$ cat config.mk
export PLATFORM = sky130hd
export DESIGN_NAME = bram32_arbiter
export DESIGN_NICKNAME = d
export VERILOG_FILES = /design/src/rtl/bram32_arbiter.sv
export SDC_FILE = /design/constraint.sdc
export NUM_CORES = 1
export LEC_CHECK = 0
export CORE_ASPECT_RATIO = 1.75
export CORE_MARGIN = 2
export CORE_UTILIZATION = 45
export CTS_BUF_LIST = sky130_fd_sc_hd__clkbuf_8
export DETAILED_ROUTE_END_ITERATION = 6
export GPL_TIMING_DRIVEN = 1
export HOLD_SLACK_MARGIN = 0.08
export PLACE_DENSITY = 0.9
export SYNTH_ARGS = -nofsm -noshare
export SYNTH_HDL_FRONTEND = slang
export SYNTH_SLANG_ARGS = --single-unit
$ cat constraint.sdc
create_clock -name sys_clk -period 3.6 [get_ports sys_clk]
set_clock_uncertainty 0.2 [all_clocks]
set_input_delay 0.72 -clock sys_clk [delete_from_list [all_inputs] [get_ports sys_clk]]
set_output_delay 0.72 -clock sys_clk [all_outputs]
set_load 0.02 [all_outputs]
$ cat src/rtl/bram32_arbiter.sv
// bram32_arbiter
//   Two-port arbiter in front of one single-port 32-bit RAM. The RAM is
//   read-first and returns ram_di one clock after it samples ram_a. Every
//   access walks IDLE -> ISSUE -> WAIT -> DONE, so an access completes every
//   4 cycles at best. A request sampled in IDLE is acked 3 cycles later.
//
//   Parameter RR_EN: 1 = round-robin on ties, 0 = fixed priority (port 0 wins).
//
//   Ports
//     sys_clk, sys_rst            clock; asynchronous active-low reset
//     pN_req/we/a/wdata (N=0,1)   request, write enable, byte address, write data
//     pN_ack, pN_rdata            one-cycle completion pulse, read data (held)
//     ram_a, ram_do, ram_we       registered address, write data, write strobe
//     ram_di                      RAM read data (1-cycle registered latency)
//     grant                       one-hot owner of the current access, 00 idle
//     busy                        controller is not in IDLE

// Per-port completion slot. It captures read data and raises ack the cycle
// after the WAIT-state capture strobe, then holds rdata until the next capture.
module bram32_port_slot (
  input  logic        sys_clk,
  input  logic        sys_rst,
  input  logic        cap,
  input  logic [31:0] ram_di,
  output logic        ack,
  output logic [31:0] rdata
);
  always_ff @(posedge sys_clk or negedge sys_rst) begin
    if (!sys_rst) begin
      ack   <= 1'b0;
      rdata <= '0;
    end else begin
      ack <= cap;
      if (cap) rdata <= ram_di;
    end
  end
endmodule

module bram32_arbiter #(
  parameter int RR_EN = 1
) (
  input  logic        sys_clk,
  input  logic        sys_rst,
  input  logic        p0_req,
  input  logic        p0_we,
  input  logic [15:0] p0_a,
  input  logic [31:0] p0_wdata,
  output logic        p0_ack,
  output logic [31:0] p0_rdata,
  input  logic        p1_req,
  input  logic        p1_we,
  input  logic [15:0] p1_a,
  input  logic [31:0] p1_wdata,
  output logic        p1_ack,
  output logic [31:0] p1_rdata,
  output logic [15:0] ram_a,
  output logic [31:0] ram_do,
  output logic        ram_we,
  input  logic [31:0] ram_di,
  output logic [1:0]  grant,
  output logic        busy
);
  localparam int NUM_PORTS = 2;

  typedef struct packed {
    logic        we;
    logic [15:0] a;
    logic [31:0] wdata;
  } port_req_t;

  typedef enum logic [1:0] {IDLE, ISSUE, WAIT, DONE} state_t;

  state_t                          state_q, state_d;
  logic      [NUM_PORTS-1:0]       req, win, cap, ack;
  logic      [NUM_PORTS-1:0][31:0] rdata;
  port_req_t [NUM_PORTS-1:0]       preq;
  port_req_t                       sel;
  logic                            last_q;  // 1 = port 1 owned the last grant

  assign req     = {p1_req, p0_req};
  assign preq[0] = {p0_we, p0_a, p0_wdata};
  assign preq[1] = {p1_we, p1_a, p1_wdata};

  // Winner select. On a tie, round-robin hands the grant to whichever port
  // did not get it last; fixed priority always favours port 0.
  always_comb begin
    win = '0;
    case (req)
      2'b01:   win = 2'b01;
      2'b10:   win = 2'b10;
      2'b11:   win = (RR_EN != 0 && !last_q) ? 2'b10 : 2'b01;
      default: win = '0;
    endcase
  end

  assign sel = win[1] ? preq[1] : preq[0];

  always_comb begin
    state_d = state_q;
    case (state_q)
      IDLE:    if (|req) state_d = ISSUE;
      ISSUE:   state_d = WAIT;
      WAIT:    state_d = DONE;
      DONE:    state_d = IDLE;
      default: state_d = IDLE;
    endcase
  end

  // Request fields are captured only in IDLE, so the requester's inputs are
  // don't-care until the next IDLE. ram_we lives for the ISSUE cycle only;
  // an async reset during ISSUE clears it before the RAM's sampling edge.
  always_ff @(posedge sys_clk or negedge sys_rst) begin
    if (!sys_rst) begin
      state_q <= IDLE;
      ram_a   <= '0;
      ram_do  <= '0;
      ram_we  <= 1'b0;
      grant   <= '0;
      last_q  <= 1'b1;
    end else begin
      state_q <= state_d;
      case (state_q)
        IDLE: if (|req) begin
          ram_a  <= sel.a;
          ram_do <= sel.wdata;
          ram_we <= sel.we;
          grant  <= win;
          last_q <= win[1];
        end
        ISSUE:   ram_we <= 1'b0;
        DONE:    grant  <= '0;
        default: ;
      endcase
    end
  end

  assign busy = (state_q != IDLE);
  // ram_di carries the addressed word (pre-write for writes) during WAIT.
  assign cap  = (state_q == WAIT) ? grant : '0;

  for (genvar i = 0; i < NUM_PORTS; i++) begin : g_slot
    bram32_port_slot u_slot (
      .sys_clk (sys_clk),
      .sys_rst (sys_rst),
      .cap     (cap[i]),
      .ram_di  (ram_di),
      .ack     (ack[i]),
      .rdata   (rdata[i])
    );
  end

  assign p0_ack   = ack[0];
  assign p1_ack   = ack[1];
  assign p0_rdata = rdata[0];
  assign p1_rdata = rdata[1];
endmodule
Word-level counts from Yosys, hierarchy flattened:

Index checks and enable logic that the tools add are counted.
W data, S select, Z words.

* word-level logic and storage cells: 35
* bits of input ports: 134
* output and inout bits: 118
* register bits after elaboration: 120

* reductions and logical operators: 8
* muxes and demuxes: 10
* equal/unequal tests: 7

Operators by type and width (number)
* $mux W49: 1
* $eq A2 B2 Y1 const B: 4
* $mux W2: 4
* $pmux W2 S4: 1
* $pmux W2 S3: 1
* $reduce_and A2 Y1: 3
* $reduce_bool A2 Y1: 3
* $eq A2 B1 Y1 const B: 2
* $pmux W2 S2: 1
* $logic_not A2 Y1: 1
* $ne A2 B2 Y1 const B: 1
* $pmux W1 S2: 1
* $reduce_or A2 Y1: 1
* $mux W1: 1

Longest topological paths before layout:

Gate-level depths: netlist of run 1.

* depth after elaboration: 5
* gate-level depth with buffers: 8
* depth with buffers taken out: 5

Cells and area by module:

Synthesis of run 1 repeated with hierarchy kept, for this count alone.

* cells, all modules: 341
* area total of the unflattened synthesis: 5260.0 um2

By module, submodules not included
* bram32_port_slot: cells an instance 69, instances 2, sequential area each 825.8 um2, area an instance 1370.1 um2
* bram32_arbiter: cells an instance 203, instances 1, sequential area each 1352.5 um2, area an instance 2519.9 um2

Least setup slack after synthesis of run 1:

Ideal clock, no wire load.

* path kind: register to output
* from: register state_q[0]
* to: output port busy
* path buffers: 3
* required time: 2680 ps
* setup slack: 1457 ps
* arrival time: 1223 ps
* cell stages (with the launch flop): 7
* cell sequence: dfrtp_1 -> inv_1 -> ha_1 -> buf_2 -> buf_2 -> buf_2 -> inv_1

* cells in the longest elaborated chain, start to end: 1

Ends and longest elaborated chain
* start, declared: line 73 `state_t state_q, state_d;`
* start signal, assigned: line 121 `state_q <= state_d;`
* $reduce_bool A2 Y1: line 137 `assign busy = (state_q != IDLE);`
* end, declared: line 61 `output logic busy`

No other way between the ends.

Worst setup path after layout of run 1:

Same ends and word-level chain as after synthesis.

==> impl_metrics.toml, run 1 <==
[logic_synthesis]
syn_inst = 556
ys_ff_latch = 120
synthesis.nets = 694
synth-main-ff-cell = "dfrtp_1"
synth.top_cell.area_share = 0.508
synth_edf_count = 0
yosys_warnings = 0
syn_avg_cell_area_um2 = 10.5
syn_area_um2 = 5860
async_reset_ff_frac = 1.00
synthDistinctLibCells = 25
synth_area_leaders = "dfrtp_1 (51%), mux2_2 (12%), a21oi_1 (8.3%), nor2_1 (6.4%), o221a_2 (5.4%)"
yosysTopAreaCell = "dfrtp_1"
yosysSeqAreaShare = 0.513

[setup_path]
required_ns = 2.68
cp-start-kind = "flip-flop"
ff2ff_path_depth = 6
path_cells = "inv_1 -> ha_2 -> inv_1 -> clkdlybuf4s50_1"
slowest_delay_ns = 0.69
cp_max_fo = 3
rrSetupSlack_ns = 1.09
path_common_cell = "inv_1"
rr_endpoint = "ram_do[26]"
slowest_stage = "clkdlybuf4s50_1"
critPathCaptureType = "primary output"
crit_arrival_ns = 1.89
rr_startpoint = "state_q[0]"
critPathKind = "reg -> out"

[sta]
hold_viol_final = 0
slew_headroom = 0.370
rsz0062_at_grt = "false"
setup_ws_ns = 0.794
slew_violations = 0
fin_tns_setup_ns = 0
period_needed_ns = 2.81
post-route-period-util = 0.779
setup_viol = 0
tightestPinTransition_ns = 0.944
fmax_ghz = 0.356

[floorplanning]
die_x_um = 90.3
num_rows = 55
die_height_um = 155
io_pins = 252
die_area_um2 = 14000
initial_core_util = 0.458
core_region_area_um2 = 12800

[routing]
drcViolationCount = 0
vias = 5458
met1Wirelength_um = 6890
postRouteAntennaNets = 0
drt_iter0_markers = 318
wl_per_cell_um = 19.4
route.met2.wl_um = 10100
met3_length_um = 1190
drtPass1Iterations = 6
vias_per_cell = 5.62
routed.top_layer = "met4"
totalWireLength_um = 18800

[clock_network]
clock-sinks = 120
htreeDepth = 4
insertion_delay_ns = 0.42
cts.clk_slew.worst_paths_ns = 0.09
cts_tree = "done"
cts_setup_buffers = 0
clock_path_buffers = 2
cts.repair.resized = 0
numCtsBuffers = 17
root_buffer = "clkbuf_8"
ctsHoldBuffers = 0

[worst_hold_path]
hold_path.class = "in -> async"

[placement]
globalplace.congestion = 0.849
hpwlAfterDp_um = 13600
preCtsSetupSlack_ns = 0.931
numPortBuffers = 251

[run_status]
status = "complete, no violations"

[power_and_ir_drop]
p_leak_nw = 3.58
power_mw = 8.46
ir_drop_mv = 0.457
p_per_area_nw_per_um2 = 958

[cells_and_area]
layout-drive-gt1-share = 0.174
n_antenna_cell = 0
fill_cells = 908
synthToLayoutAreaGrowth_pct = 50.8
final_cell_mix = "clkdlybuf4s50_1 (248), dfrtp_1 (119), nor2_1 (100)"
fin_nets = 926
final_common_cell = "clkdlybuf4s50_1"

[grt]
overflow = 0
antenna_found_initial = 0
grt_pass1_wl_um = 29200
grt_usage = 0.264
grt_max_degree = 76
grt_pass1_vias = 5562

[job]
max-cap-violations = 0
[sequential cells by signal (all words and copies together) (netlist names)]
register             cells
state_q                  2
ram_a                   16
ram_we                   1
ram_do                  32
g_slot.u_slot.ack        2
grant                    2
last_q                   1
g_slot.u_slot.rdata     64
[synthesized netlist by cell type (2+ instances only)]
library cell / n
dfrtp_1: 119
a21oi_1: 97
buf_6: 4
clkbuf_1: 22
ha_1: 4
o221a_1: 20
nor2_1: 100
buf_2: 16
buf_1: 4
nand2_1: 7
o21ai_0: 3
inv_1: 7
mux2_2: 65
nor2b_1: 49
o221a_2: 28
nand2b_1: 2
[cell families after synthesis]
kind of cell,Yosys count,synth area share
AO/OA/AOI/OAI,154,0.186
adder cells (fa/ha/maj),4,0.00854
buffers and inverters,53,0.0425
flip-flops,120,0.513
multiplexers,65,0.125
AND/OR/NAND/NOR,160,0.126
[how the worst max path moves through the flow]
stage,startpoint,end,slack (ns),cells after the start
global placement,p0_req,ram_a[11],1.08,4
global route,state_q[0],busy,0.72,4
CTS,state_q[0],busy,0.76,4
detailed placement,p0_req,ram_do[26],0.93,4
floorplan,state_q[0],busy,1.46,6
finish,state_q[0],busy,0.79,4
[final cells by class]
cell class / instances / area (µm²) / area share
flip-flops and latches: 120 / 3000 / 0.340
clock inverters: 15 / 170 / 0.0193
clock buffers: 17 / 234 / 0.0265
multi-input cells: 383 / 2610 / 0.295
inverters: 7 / 26.3 / 0.00297
well taps: 171 / 214 / 0.0242
repair buffers: 259 / 2570 / 0.292
[worst max-delay path: cells and delay by family (launching register included)]
kind	cells	cell delay, ns
adder cells (fa/ha/maj)	1	0.21
buffers and inverters	3	0.87
flip-flops	1	0.40
[metal layers]
layer / vias to the layer above / track usage
li1: 2433 / -
met5: - / 0
met4: 0 / 0.106
met3: 47 / 0.0630
met2: 303 / 0.478
met1: 2675 / 0.297
[per-stage QoR]
stage | hold slack [ns] | utilization | instance area (µm²) | std cells
4_1_cts | 0.246 | 0.690 | 8830 | 972
2_1_floorplan | 0.224 | - | 5860 | 556
5_1_grt | 0.293 | 0.690 | 8830 | 972
6_report | 0.226 | 0.690 | 8830 | 972
3_5_place_dp | 0.292 | 0.658 | 8430 | 940
3_3_place_gp | 0.286 | 0.658 | 8430 | 940
[report_power, final]
| part | switching, mW | internal [mW] |
|---|---|---|
| Clock | 0.603 | 0.633 |
| Sequential | 0.518 | 2.05 |
| Combinational | 2.30 | 2.36 |
| Total | 3.42 | 5.04 |
No activity file was read; power rests on OpenSTA's default activity.
==> run 2: changes to the inputs <==
--- a/config.mk
+++ b/config.mk
@@ -7,12 +7,12 @@
 export LEC_CHECK = 0
 export CORE_ASPECT_RATIO = 1.75
 export CORE_MARGIN = 2
-export CORE_UTILIZATION = 45
+export CORE_UTILIZATION = 44
 export CTS_BUF_LIST = sky130_fd_sc_hd__clkbuf_8
 export DETAILED_ROUTE_END_ITERATION = 6
 export GPL_TIMING_DRIVEN = 1
 export HOLD_SLACK_MARGIN = 0.08
-export PLACE_DENSITY = 0.9
+export PLACE_DENSITY = 0.88
 export SYNTH_ARGS = -nofsm -noshare
 export SYNTH_HDL_FRONTEND = slang
 export SYNTH_SLANG_ARGS = --single-unit
==> constraint.sdc (replaced) <==
create_clock -name sys_clk -period 2.63 [get_ports sys_clk]
set_clock_uncertainty 0.2 [all_clocks]
set_input_delay 0.526 -clock sys_clk [delete_from_list [all_inputs] [get_ports sys_clk]]
set_output_delay 0.526 -clock sys_clk [all_outputs]
set_load 0.02 [all_outputs]
==> impl_metrics.toml, run 2 (synthesis gave the netlist of run 1 again) <==
[run_status]
status = "complete, no violations"

[worst_hold_path]
hold_path.class = "in -> reg"
holdPathStages = 3
min-delay-start = "p1_req"
hold_end = "last_q"

[setup_path]
slowest_delay_ns = 0.40
cp_top_family = "buffers and inverters"
path_common_cell = "inv_1"
rrSetupSlack_ns = 0.50
cp_max_fo = 4
rr_startpoint = "state_q[0]"
crit_buf_inv = 3
crit_arrival_ns = 1.61
rr_endpoint = "ram_a[8]"
cp-start-kind = "flip-flop"
path_cells = "inv_1 -> ha_2 -> inv_1 -> dlygate4sd2_1"
critPathKind = "reg -> out"
critPathCaptureType = "primary output"
ff2ff_path_depth = 6
required_ns = 1.90
slowest_stage = "dfrtp_1"

[clock_network]
htreeDepth = 4
cts.clk_slew.worst_paths_ns = 0.07
root_buffer = "clkbuf_8"
clock_path_buffers = 2
clock-sinks = 120
numCtsBuffers = 17
cts_setup_buffers = 0
cts_tree = "done"
insertion_delay_ns = 0.41

[grt]
overflow = 0
grt_usage = 0.257
grt_max_degree = 55
grt_pass1_vias = 5536
grt_pass1_wl_um = 29000
antenna_found_initial = 0

[sta]
hold_viol_final = 0
setup_viol = 0
fmax_ghz = 0.429
tightestPinTransition_ns = 0.616
slew_headroom = 0.590
post-route-period-util = 0.887
period_needed_ns = 2.33
fin_tns_setup_ns = 0
hold_slack_ns = 0.241
rsz0062_at_grt = "false"
slew_violations = 0

[routing]
postRouteAntennaNets = 0
met3_length_um = 1140
wl_per_cell_um = 19.0
drt_iter0_markers = 256
vias_per_cell = 5.51
routed.top_layer = "met4"
vias = 5395
route.met2.wl_um = 10200
totalWireLength_um = 18600
met1Wirelength_um = 6760
drcViolationCount = 0
drtPass1Iterations = 5

[floorplanning]
core_region_area_um2 = 12900
initial_core_util = 0.453
num_rows = 55
die_area_um2 = 14300
die_x_um = 91.2
die_height_um = 157
io_pins = 252

[job]
max-cap-violations = 0

[power_and_ir_drop]
p_leak_nw = 3.63
p_per_area_nw_per_um2 = 1300
ir_drop_mv = 0.597

[cells_and_area]
regMostFlops = "g_slot.u_slot.rdata"
fin_nets = 933
final_cell_mix = "clkdlybuf4s50_1 (247), dfrtp_1 (119), nor2_1 (100)"
synthToLayoutAreaGrowth_pct = 52.1
largest_register_ffs = 64
final_common_cell = "clkdlybuf4s50_1"
n_antenna_cell = 0
reg_top3 = "g_slot.u_slot.rdata x64, ram_do x32, ram_a x16"
fill_cells = 955
layout-drive-gt1-share = 0.181

[placement]
numPortBuffers = 251
hpwlAfterDp_um = 13500
globalplace.congestion = 0.791
run 2: layout make-up:
class	count	area [µm²]	share of cell area
timing repair buffer	266	2640	0.296
clock inverter	15	184	0.0206
tap	171	214	0.0240
sequential	120	3000	0.337
multi-input combinational	383	2610	0.293
clock buffer	17	234	0.0263
inverter	7	26.3	0.00295
run 2: worst max-delay path by stage:
| stage | slack, ns | end | from | depth (start not counted) |
|---|---|---|---|---|
| global placement | 0.51 | busy | state_q[0] | 4 |
| detailed placement | 0.46 | busy | state_q[1] | 4 |
| CTS | 0.27 | busy | state_q[1] | 4 |
| global route | 0.23 | busy | state_q[1] | 4 |
| finish | 0.30 | busy | state_q[0] | 4 |
| floorplan | 0.68 | busy | state_q[0] | 6 |
run 2: worst register-to-register path, delay by kind of cell (launching register included):
family          cells  cell delay (ns)
simple gates        1             0.30
compound gates      2             0.36
buf+inv             2             0.53
flops               1             0.40
fa+ha+maj           1             0.24
run 2: what timing repair did:
action                                  in CTS  in global routing
endpoints found under the setup margin       1                  0
resized for setup                            1                  0
hold buffers                                 1                  0
hold endpoints to repair                    21                  0
run 2: per-layer routing:
metal  vias up  global-route usage
met1      2658               0.286
met4         0              0.0924
met2       252               0.478
met5         -                   0
met3        37              0.0568
li1       2448                   -
run 2: metrics by stage:
step	power (mW)	setup slack [ns]	instances	cell area, µm²	util
final	11.6	0.298	979	8910	0.689
after global routing	12.2	0.228	979	8910	0.689
after CTS	11.6	0.270	979	8910	0.689
after detailed placement	9.85	0.460	946	8480	0.656
after global placement	9.49	0.513	946	8480	0.656
after floorplan	7.03	0.681	556	5860	-
run 2: where the power goes:
part	total (mW)	switching, mW	internal [mW]	leakage (nW)
Clock	1.74	0.854	0.883	0.210
Combinational	6.37	3.14	3.23	2.01
Sequential	3.48	0.673	2.81	1.41
